==> src/rtl/clock_adjust_ctrl.sv <==
// Key-driven adjust controller: steps the blink field normal -> minutes -> hours,
// applies BCD increments to the running time (via a load strobe) or to the alarm registers.
module clock_adjust_ctrl #(
  parameter int unsigned TIMEOUT_CYC = 500_000_000
) (
  input  logic       clk,
  input  logic       rst_n,
  input  logic       key_mode,
  input  logic       key_inc,
  input  logic       sw17,
  input  logic [3:0] min_l,
  input  logic [3:0] min_h,
  input  logic [3:0] hour_l,
  input  logic [3:0] hour_h,
  output logic [1:0] adjust,
  output logic       set_en,
  output logic [3:0] set_min_l,
  output logic [3:0] set_min_h,
  output logic [3:0] set_hour_l,
  output logic [3:0] set_hour_h,
  output logic [3:0] alarm_min_l,
  output logic [3:0] alarm_min_h,
  output logic [3:0] alarm_hour_l,
  output logic [3:0] alarm_hour_h
);

  localparam int unsigned TW = (TIMEOUT_CYC > 1) ? $clog2(TIMEOUT_CYC) : 1;
  localparam logic [TW-1:0] TLAST = TW'(TIMEOUT_CYC - 1);

  typedef enum logic [1:0] {
    IDLE     = 2'd0,
    ADJ_MIN  = 2'd1,
    ADJ_HOUR = 2'd2
  } state_e;

  state_e        state_q;
  logic [1:0]    adjust_q;
  logic [TW-1:0] tcnt_q;
  logic          set_en_q;
  logic [15:0]   set_q;    // {hour_h, hour_l, min_h, min_l}
  logic [15:0]   alarm_q;  // {hour_h, hour_l, min_h, min_l}

  logic [15:0] src_time;
  logic [7:0]  min_src, hour_src, min_inc, hour_inc;
  logic        timeout;

  function automatic logic [7:0] inc_min(input logic [7:0] v);
    logic [3:0] h, l;
    h = v[7:4];
    l = v[3:0];
    if (l > 4'd9 || h > 4'd5) return 8'h00;
    if (l < 4'd9)             return {h, l + 4'd1};
    if (h < 4'd5)             return {h + 4'd1, 4'd0};
    return 8'h00;
  endfunction

  function automatic logic [7:0] inc_hour(input logic [7:0] v);
    logic [3:0] h, l;
    h = v[7:4];
    l = v[3:0];
    if ((h == 4'd2 && l >= 4'd3) || h > 4'd2) return 8'h00;
    if (l >= 4'd9)                            return {h + 4'd1, 4'd0};
    return {h, l + 4'd1};
  endfunction

  // The time counter only shows a load two cycles later, so a load issued last
  // cycle is the true current time for a back-to-back increment.
  always_comb begin
    src_time = set_en_q ? set_q : {hour_h, hour_l, min_h, min_l};
    min_src  = sw17 ? alarm_q[7:0]  : src_time[7:0];
    hour_src = sw17 ? alarm_q[15:8] : src_time[15:8];
    min_inc  = inc_min(min_src);
    hour_inc = inc_hour(hour_src);
    timeout  = (tcnt_q == TLAST);
  end

  always_ff @(posedge clk or negedge rst_n) begin
    if (!rst_n) begin
      state_q  <= IDLE;
      adjust_q <= 2'd0;
      tcnt_q   <= '0;
      set_en_q <= 1'b0;
      set_q    <= '0;
      alarm_q  <= '0;
    end else begin
      set_en_q <= 1'b0;
      case (state_q)
        ADJ_MIN, ADJ_HOUR: begin
          if (key_mode) begin
            tcnt_q   <= '0;
            state_q  <= (state_q == ADJ_MIN) ? ADJ_HOUR : IDLE;
            adjust_q <= (state_q == ADJ_MIN) ? 2'd2 : 2'd0;
          end else if (key_inc) begin
            tcnt_q <= '0;
            if (state_q == ADJ_MIN) begin
              if (sw17) alarm_q[7:0] <= min_inc;
              else begin
                set_en_q <= 1'b1;
                set_q    <= {src_time[15:8], min_inc};
              end
            end else begin
              if (sw17) alarm_q[15:8] <= hour_inc;
              else begin
                set_en_q <= 1'b1;
                set_q    <= {hour_inc, src_time[7:0]};
              end
            end
          end else if (timeout) begin
            tcnt_q   <= '0;
            state_q  <= IDLE;
            adjust_q <= 2'd0;
          end else begin
            tcnt_q <= tcnt_q + 1'b1;
          end
        end
        default: begin
          tcnt_q <= '0;
          if (key_mode) begin
            state_q  <= ADJ_MIN;
            adjust_q <= 2'd1;
          end else begin
            state_q  <= IDLE;
            adjust_q <= 2'd0;
          end
        end
      endcase
    end
  end

  assign adjust       = adjust_q;
  assign set_en       = set_en_q;
  assign set_min_l    = set_q[3:0];
  assign set_min_h    = set_q[7:4];
  assign set_hour_l   = set_q[11:8];
  assign set_hour_h   = set_q[15:12];
  assign alarm_min_l  = alarm_q[3:0];
  assign alarm_min_h  = alarm_q[7:4];
  assign alarm_hour_l = alarm_q[11:8];
  assign alarm_hour_h = alarm_q[15:12];

endmodule

==> config.mk <==
export PLATFORM = sky130hd
export DESIGN_NAME = clock_adjust_ctrl
export DESIGN_NICKNAME = d
export VERILOG_FILES = /design/src/rtl/clock_adjust_ctrl.sv
export SDC_FILE = /design/constraint.sdc
export NUM_CORES = 1
export LEC_CHECK = 0
export CAP_MARGIN = 25
export CELL_PAD_IN_SITES_DETAIL_PLACEMENT = 1
export CELL_PAD_IN_SITES_GLOBAL_PLACEMENT = 1
export CORE_AREA = 2 2 99 101
export CTS_CLUSTER_DIAMETER = 150
export CTS_CLUSTER_SIZE = 8
export DETAILED_ROUTE_END_ITERATION = 16
export DIE_AREA = 0 0 101 103
export PLACE_DENSITY = 0.9
export RECOVER_POWER = 50
export SKIP_CTS_REPAIR_TIMING = 1
export SYNTH_ARGS = -nofsm -noshare
export SYNTH_HDL_FRONTEND = slang
export SYNTH_SLANG_ARGS = --single-unit
==> constraint.sdc <==
create_clock -name clk -period 3.7 [get_ports clk]
set_clock_uncertainty 0.05 [all_clocks]
set_input_delay 0.925 -clock clk [delete_from_list [all_inputs] [get_ports clk]]
set_output_delay 0.925 -clock clk [all_outputs]
set_load 0.02 [all_outputs]
==> impl_results.md, run 1 <==
- DRC viols: 0
- Port Buf Inserts: 55
- PwrDens: 593.7 mW/mm^2
- GR Overflow Total: 0
- Worst Path Required: 3880 ps
- CTS tree: built
- Yosys reg bits: 64
- Number of synthesized flops with an enable pin: 0
- Wirelength, routed: 11200 um
- Inst Count DP: 573
- Largest net degree at the start of global routing: 30
- Startpoint Class: input port
- Share of cells above drive strength 1: 0.08211
- Synth top area share: 0.4217
- Post-route cell area: 0.004723 sq mm
- Number of max-cap violations: 1
- Avg Cell Area, Syn: 9.376 sq um
- Initial Util: 0.4015
- CP endpoint kind: flop
- Vias in the first global route: 3772
- Row count: 36
- Fin cells: 589
- Largest stage delay, worst path: 490 ps
- Distinct cells, synth: 61
- Post-synthesis async set-or-reset flop share: 1.000
- Fin crit period: 3427 ps
- Slew margin rel.: -0.09748
- Die span in x: 101 um
- Syn Std Cell Area: 0.003797 sq mm
- CP cell instances: clkdlybuf4s50_1, buf_12, o21ai_0, inv_1, ha_1, or2_2, o32ai_1, nor3_1, a221o_1
- CP max-delay cell: o21ai_0
- Fin nets: 505
- Iter 0 DRT Violations: 91
- Routing usage on met1: 0.2670
- Worst vdd ir: 0.0002514 V
- Top achievable clock speed: 291.8 MHz
- Clock sink total: 64
- Worst-Skew Late Latency: 360 ps
- Most frequent cells in the layout: dfrtp_1 (64), clkdlybuf4s50_1 (53), nand2_1 (42)
- Ranking of synthesized cells by area: dfrtp_1 (42%), ha_1 (4.6%), nand2_1 (4.2%), nor2_1 (4.0%), xor2_1 (3.9%)
- Status: finished, violations left
- Core area: 0.009459 sq mm
- H-tree levels: 3
- Unrepaired setup endpoints after global routing: false
- Syn Inst Count: 405
- Post-route ant nets: 0
- Die height: 103 um
- Post-DP HPWL: 8292 um
- Root buf cell: clkbuf_8
- Busiest grt layer: met2
- Endpoints failing hold: 0
- Placer Congestion: 1.015
- Syn_nets: 440
- Diode count: 0
- DRT Pass-1 Iters: 4
- Worst min path class: flop to flop
- Buffers & Inverters on Critical Path: 3
- Aggregate global-route resource usage: 0.2272
- GR Util met2: 0.3969
- Worst setup path category: input port to flop
- Initial antenna violation count: 0
- WP data arrival: 3610 ps
- TritonCTS buffer count: 9
- Cell family with most CP delay: compound AO/OA/AOI/OAI gates
- Yosys Warn Count: 0
- Slew Limit Fails: 30
- Vias: 3440
- CTS clk-pin slew, worst paths: 80 ps
- Via density: 5.840
- Global-route wire length before repair: 18310 um
- Slew @ Worst Pin: 1646 ps
- Leakage: 1.912 nW
- Top FF cell, synth: dfrtp_1
- Failing checks: max-capacitance violations, max-slew violations
- Hold WS: 463.0 ps
- Synthesis-to-layout area growth: 24.38%
- Commonest non-fill, non-tap cell in the layout: dfrtp_1
- Synth area leader: dfrtp_1
- I/O pin count: 56
- Total power draw: 0.002804 W
- Avg WL per Cell: 19.01 um
- Final period util: 0.9263
- Die area: 0.01040 sq mm
- Sequential area share after synthesis: 0.4217
- Crit path max fanout: 15
- Area after DPL: 0.004538 sq mm
- CTS Buffer Depth: 2
- Setup TNS Final: 0 ps
- Setup violators final: 0
- Filler Cell Count: 1113
- Grt met3 use: 0.04949
## power by group
group          total [W]  switching [W]  internal, W  leakage (nW)
Sequential      0.000981       0.000141     0.000840         0.864
Clock           0.000670       0.000286     0.000385         0.113
Combinational    0.00115       0.000647     0.000506         0.936
## logic make-up after synthesis
family          share of synthesized area
simple gates                       0.2211
compound gates                     0.1634
flops                              0.4217
buf+inv                           0.03624
xor+xnor                          0.05997
mux                               0.05140
fa+ha+maj                         0.04613
## stage by stage
stage	setup WS [ps]	util
floorplan	383.5	-
global placement	213.2	0.4776
detailed placement	2.001	0.4798
CTS	308.7	0.5028
global route	150.7	0.4993
finish	272.6	0.4993
## synthesized netlist by cell type (all sizes together) (2+ instances only)
cell	n
nand4	11
a32oi	5
or2	2
o31a	2
xor2	17
clkbuf	7
dfrtp	64
a21oi	13
ha	14
buf	7
and4	4
and3	8
o22ai	4
nor3	6
a221o	3
or3	6
o21a	5
o32ai	2
o31ai	9
a211oi	2
mux2i	12
nor4b	3
mux2	6
nand3	16
nor4	4
nand2	42
a2bb2o	2
xnor2	9
nor2	40
a22o	2
nor3b	4
o21ai	30
nand2b	3
inv	17
and2	6
## path summary, 6_finish.rpt
check                            start          end  slack [ps]  depth (start not counted)
max                               sw17     set_q[3]         270                          9
min reg2reg                alarm_q[12]  alarm_q[12]         460                          2
min in group asynchronous        rst_n     set_q[6]         670                          1
max reg2reg                     set_en  alarm_q[13]         650                          9
max in group asynchronous        rst_n    tcnt_q[9]         600                          3
min                        alarm_q[12]  alarm_q[12]         460                          2
## layer usage
layer / wire, um / vias to the layer above / share of wire
li1: - / 1590 / -
met1: 4630 / 1713 / 0.41
met2: 5642 / 102 / 0.50
met3: 558 / 35 / 0.050
met4: 365 / 0 / 0.033
met5: 0 / - / 0
## tightest hold or removal path: stages, from the launching register on
cell and delay [ps]:
dfrtp_1 370, nand2_1 50, o21ai_1 60
## state kept, by name (all words and copies together), names as in the netlist
register	count
set_q	16
tcnt_q	29
adjust	2
alarm_q	16
set_en	1
## layout make-up
type	instances	area, sq um	area share
repair buffers	68	639.4	0.1354
flip-flops and latches	64	1602	0.3391
multi-input cells	309	2054	0.4350
well taps	114	142.6	0.03020
inverters	18	67.56	0.01430
clock inverters	2	35.03	0.007417
clock buffers	14	182.7	0.03868
(Power assumes the default switching activity.)
==> inputs of run 2 (changes only) <==
CORE_AREA = 2 2 92 94   (was 2 2 99 101)
DIE_AREA = 0 0 94 96   (was 0 0 101 103)
DONT_BUFFER_PORTS = 1   (was default)
==> impl_results.md, run 2 (synthesis gave the netlist of run 1 again) <==
- Status: completed
- I/O pin count: 56 (unchanged)
- Largest net degree at the start of global routing: 65 (+120%)
- Unrepaired setup endpoints after global routing: false
- Endpoints failing hold: 0 (unchanged)
- Fin cells: 517 (-12%)
- Worst min path class: input port to async pin
- Root buf cell: clkbuf_8
- Slew @ Worst Pin: 822.9 ps (-823.3 ps)
- Post-DP HPWL: 7168 um (-14%)
- Core area: 0.008051 sq mm (-15%)
- Worst reg2reg path depth: 9 (unchanged)
- Utilization after layout: 0.5086 (+0.009286)
- WP data arrival: 3460 ps (-150 ps)
- CTS clk-pin slew, worst paths: 80 ps (about the same)
- Vias: 3152 (-8.4%)
- Placer Congestion: 0.8579 (-15%)
- PwrDens: 594.7 mW/mm^2 (+0.18%)
- Number of flip-flops in the largest register: 29 (unchanged)
- Biggest regs: tcnt_q: 29 flops, alarm_q: 16 flops, set_q: 16 flops
- Setup violators final: 0 (unchanged)
- Iter 0 DRT Violations: 107 (+18%)
- Levels on crit path: 9 (unchanged)
- Number of max-cap violations: 0 (-1)
- Wirelength, routed: 9985 um (-11%)
- Crit path max fanout: 8 (-7)
- Vias in the first global route: 3365 (-11%)
- CP endpoint kind: flop
- Synthesis-to-layout area growth: 7.842%
- Initial antenna violation count: 0 (unchanged)
- Clock sink total: 64 (unchanged)
- Aggregate global-route resource usage: 0.2349 (+0.007653)
- Startpoint Class: flop
- Global-route wire length before repair: 16380 um (-11%)
- H-tree levels: 3 (unchanged)
- Buffers & Inverters on Critical Path: 2 (-1)
- Slew Limit Fails: 0 (-100%)
- Post-route ant nets: 0 (unchanged)
- Storage cell area: 0.001602 sq mm (unchanged)
- CTS Buffer Depth: 2 (unchanged)
- Setup TNS Final: 0 ps (unchanged)
- Multi-input logic area: 0.002058 sq mm (+0.18%)
- DRC viols: 0 (unchanged)
- Fin nets: 442 (-12%)
- GR Overflow Total: 0 (unchanged)
- Filler Cell Count: 932 (-16%)
- Worst vdd ir: 0.0003183 V (+27%)
- Commonest non-fill, non-tap cell in the layout: dfrtp_1
- Worst-Skew Late Latency: 350 ps (about the same)
- CTS tree: built
- Cell family with most CP delay: compound AO/OA/AOI/OAI gates
- Via density: 6.097 (+4.4%)
- Slew margin rel.: 0.4494 (+0.5468)
- DRT Pass-1 Iters: 4 (unchanged)
- Port Buf Inserts: 0 (-100%)
- CP max-delay cell: dfrtp_1
- Final period util: 0.8853 (-0.04104)
- Biggest register: tcnt_q
- Avg WL per Cell: 19.31 um (+1.6%)
- Total power draw: 0.002435 W (-13%)
- Share of cells above drive strength 1: 0.08495 (+0.002846)
- Die span in x: 94 um (-6.9%)
- TritonCTS buffer count: 9 (unchanged)
- Top achievable clock speed: 305.3 MHz (+4.6%)
- Initial Util: 0.4716 (+0.07018)
- Row count: 33 (-8.3%)
- Worst setup path category: flop to flop
- Inst Count DP: 501 (-13%)
- Reg2Reg Setup Slack: 420 ps (-230 ps)
- Diode count: 0 (unchanged)
- Final Worst Setup Slack: 424.5 ps (+151.8 ps)
- Most frequent cells in the layout: dfrtp_1 (64), nand2_1 (42), nor2_1 (40)
- Largest stage delay, worst path: 620 ps (+130 ps)
- Fin crit period: 3276 ps (-151.8 ps)
- Die area: 0.009024 sq mm (-13%)
- Leakage: 1.674 nW (-12%)
- CP cell instances: buf_4, mux2i_1, o21ai_0, inv_1, ha_1, or2_2, o32ai_1, nor3_1, a221o_1
- Die height: 96 um (-6.8%)
- Placement Setup Slack: 553.0 ps (+551.0 ps)
- Worst Path Required: 3880 ps (about the same)
-- run 2: changes by cell type in the layout (fill, tap and decap cells not counted), sizes merged --
cell           change
clkbuf             -6
clkdlybuf4s50     -53
clkinv             +1
dlygate4sd3        -1
buf                -4
-- run 2: layout make-up --
type	count	area share
repair buffers	5	0.009166
well taps	105	0.03208
clock inverters	3	0.009777
multi-input cells	309	0.5026
clock buffers	13	0.03880
inverters	18	0.01650
flip-flops and latches	64	0.3911
-- run 2: worst paths after layout --
path                             end      start
setup / recovery            set_q[3]     set_en
hold / removal             set_q[13]      rst_n
setup reg to reg            set_q[3]     set_en
hold reg to reg            tcnt_q[0]  tcnt_q[0]
max in group asynchronous  tcnt_q[9]      rst_n
min in group clk           tcnt_q[0]  tcnt_q[0]
-- run 2: stage by stage --
| step | hold slack [ps] | cell area, sq um |
|---|---|---|
| 2_1_floorplan | 422.5 | 3797 |
| 3_3_place_gp | 445.4 | 3896 |
| 3_5_place_dp | 453.1 | 3896 |
| 4_1_cts | 200.5 | 4095 |
| 5_1_grt | 193.0 | 4095 |
| 6_report | 211.5 | 4095 |
-- run 2: power breakdown --
group | leakage (nW) | total (W) | switching [W] | internal [W]
sequential | 0.864 | 0.00116 | 0.000324 | 0.000838
combinational | 0.707 | 0.000651 | 0.000391 | 0.000260
clock | 0.103 | 0.000623 | 0.000276 | 0.000347
-- run 2: routing by layer --
| layer | wire length, um | vias to the layer above | track usage |
|---|---|---|---|
| met1 | 4195 | 1597 | 0.2729 |
| met3 | 573 | 17 | 0.06578 |
| met4 | 177 | 0 | 0.08092 |
| met5 | 0 | - | 0 |
| met2 | 5039 | 70 | 0.4173 |
| li1 | - | 1468 | - |
==> RTL change: new RTL, settings of run 2 <==
The 3 states of `state_e` get a one-hot encoding in 3 bits.
--- a/src/rtl/clock_adjust_ctrl.sv
+++ b/src/rtl/clock_adjust_ctrl.sv
@@ -27,10 +27,10 @@
   localparam int unsigned TW = (TIMEOUT_CYC > 1) ? $clog2(TIMEOUT_CYC) : 1;
   localparam logic [TW-1:0] TLAST = TW'(TIMEOUT_CYC - 1);
 
-  typedef enum logic [1:0] {
-    IDLE     = 2'd0,
-    ADJ_MIN  = 2'd1,
-    ADJ_HOUR = 2'd2
+  typedef enum logic [2:0] {
+    IDLE     = 3'b001,
+    ADJ_MIN  = 3'b010,
+    ADJ_HOUR = 3'b100
   } state_e;
 
   state_e        state_q;
Check against the original RTL: same outputs for any inputs over 4 cycles, from zero or initial values and one cycle with rst_n low; so few cycles prove little.
==> RTL change against run 2 <==
Maximum frequency is 0.29% higher; cell count fell by 2.7%; utilization is 0.82 points lower; routed wire length decreased by 2.3%; sequential cell count rose by 1; area after synthesis shrank 1.4%; sequential share of layout area is 1.3 points higher; final area fell by 1.6%; setup slack better by 0.0094 ns; largest cell class unchanged; critical endpoint is now set_q[5].
Power is not compared: it rests on default switching activity, and its combinational part moved more than twofold at a synthesized area within 25%.
==> RTL change: results (changes against run 2) <==
<table>
<tr><th>Metric</th><th>Value</th></tr>
<tr><th colspan="2">Finish</th></tr>
<tr><td>Post-layout instance count excluding filler cells</td><td>503 (was 517)</td></tr>
<tr><td>Fraction of layout instances using a drive strength above 1</td><td>9.30% (was 8.50%)</td></tr>
<tr><td>Total of fill cells in the finished design</td><td>933 (was 932)</td></tr>
<tr><td>Final standard cell area without fillers</td><td>4030 um2 (was 4100 um2)</td></tr>
<tr><th colspan="2">Place</th></tr>
<tr><td>Count of placed standard cells including taps</td><td>487 (was 501)</td></tr>
<tr><td>Cell area after placement</td><td>3800 um2 (was 3900 um2)</td></tr>
<tr><td>Global placer's final weighted congestion</td><td>0.861 (was 0.858)</td></tr>
<tr><td>Placement Setup Slack</td><td>0.425 ns (was 0.553 ns)</td></tr>
<tr><td>Estimated wirelength of the detail-placed design</td><td>6910 um (was 7170 um)</td></tr>
<tr><th colspan="2">Global route</th></tr>
<tr><td>First-pass GRT wire length</td><td>16,400 um (about the same)</td></tr>
<tr><td>Total routing resource utilization after global routing</td><td>23.6% (was 23.5%)</td></tr>
<tr><td>Via count of the first global-routing pass</td><td>3,303 (was 3,365)</td></tr>
<tr><td>Largest net degree at the start of global routing</td><td>66 (was 65)</td></tr>
<tr><th colspan="2">Synth</th></tr>
<tr><td>Area contributors post-synth</td><td>sky130_fd_sc_hd__dfrtp_1, sky130_fd_sc_hd__nand2_1, sky130_fd_sc_hd__ha_1, sky130_fd_sc_hd__nor2_1, sky130_fd_sc_hd__xor2_1 (was sky130_fd_sc_hd__dfrtp_1, sky130_fd_sc_hd__ha_1, sky130_fd_sc_hd__nand2_1, sky130_fd_sc_hd__nor2_1, sky130_fd_sc_hd__xor2_1)</td></tr>
<tr><td>Most common library cells after synthesis</td><td>sky130_fd_sc_hd__dfrtp_1, sky130_fd_sc_hd__nand2_1, sky130_fd_sc_hd__nor2_1, sky130_fd_sc_hd__a21oi_1, sky130_fd_sc_hd__o21ai_0 (was sky130_fd_sc_hd__dfrtp_1, sky130_fd_sc_hd__nand2_1, sky130_fd_sc_hd__nor2_1)</td></tr>
<tr><td>Proportion of synthesized chip area in sequential cells</td><td>43.5% (was 42.2%)</td></tr>
<tr><td>Number of distinct standard cells referenced by the synthesized netlist</td><td>56 (was 61)</td></tr>
<tr><td>Cell count after synthesis</td><td>395 (was 405)</td></tr>
<tr><th colspan="2">Route</th></tr>
<tr><td>Starting DRC count in detailed routing</td><td>82 (was 107)</td></tr>
<tr><td>Post-detailed-route via-to-cell ratio</td><td>6.00 (was 6.10)</td></tr>
<tr><td>Routed wirelength normalized by instance count</td><td>19.4 um (was 19.3 um)</td></tr>
<tr><th colspan="2">Worst setup path</th></tr>
<tr><td>Data arrival, critical path</td><td>3.43 ns (was 3.46 ns)</td></tr>
<tr><td>Maximum fanout count along the critical path</td><td>23 (was 8)</td></tr>
<tr><th colspan="2">Run status</th></tr>
<tr><td>Result of the run</td><td>finished, final reports clean (unchanged)</td></tr>
<tr><th colspan="2">STA</th></tr>
<tr><td>Relative slew slack</td><td>39.6% (was 44.9%)</td></tr>
</table>
[RTL change: kinds of logic after synthesis]
family / Yosys count / synth area share [%]
AO/OA/AOI/OAI: 88 / 15.7
XOR/XNOR: 23 / 5.38
adder cells (fa/ha/maj): 12 / 4.01
buffers and inverters: 30 / 4.01
flip-flops: 65 / 43.5
multiplexers: 18 / 5.05
AND/OR/NAND/NOR: 159 / 22.3
[RTL change: final timing paths]
| path | from | endpoint | slack [ns] | depth (start not counted) |
|---|---|---|---|---|
| min in group clk | tcnt_q[16] | tcnt_q[16] | 0.50 | 2 |
| max in group asynchronous | rst_n | state_q[0] | 3.17 | 0 |
| max reg2reg | set_en | set_q[5] | 0.43 | 8 |
| max | set_en | set_q[5] | 0.43 | 8 |
| min | rst_n | alarm_q[5] | 0.21 | 0 |
| min reg2reg | tcnt_q[16] | tcnt_q[16] | 0.50 | 2 |
[RTL change: layout make-up]
cell class	instances	area (um2)	area share, %
well taps	105	131	3.26
inverters	14	52.6	1.30
multi-input cells	300	1960	48.8
clock inverters	4	75.1	1.86
clock buffers	12	155	3.85
repair buffers	3	22.5	0.559
flip-flops and latches	65	1630	40.4
[RTL change: metal layers]
metal | routed length, um | vias to the layer above | global-route usage, %
li1 | - | 1420 | -
met1 | 4080 | 1517 | 28.0
met2 | 5060 | 75 | 42.3
met3 | 498 | 8 | 5.40
met4 | 108 | 0 | 7.73
met5 | 0 | - | 0
[RTL change: power by group through the flow]
stage / sequential, mW / combinational [mW] / clock (mW)
3_5_place_dp: 1.06 / 0.284 / 0
4_1_cts: 1.05 / 0.287 / 0.713
3_3_place_gp: 1.05 / 0.264 / 0
6_report: 1.04 / 0.287 / 0.696
5_1_grt: 1.06 / 0.325 / 0.748
2_1_floorplan: 1.01 / 0.242 / 0
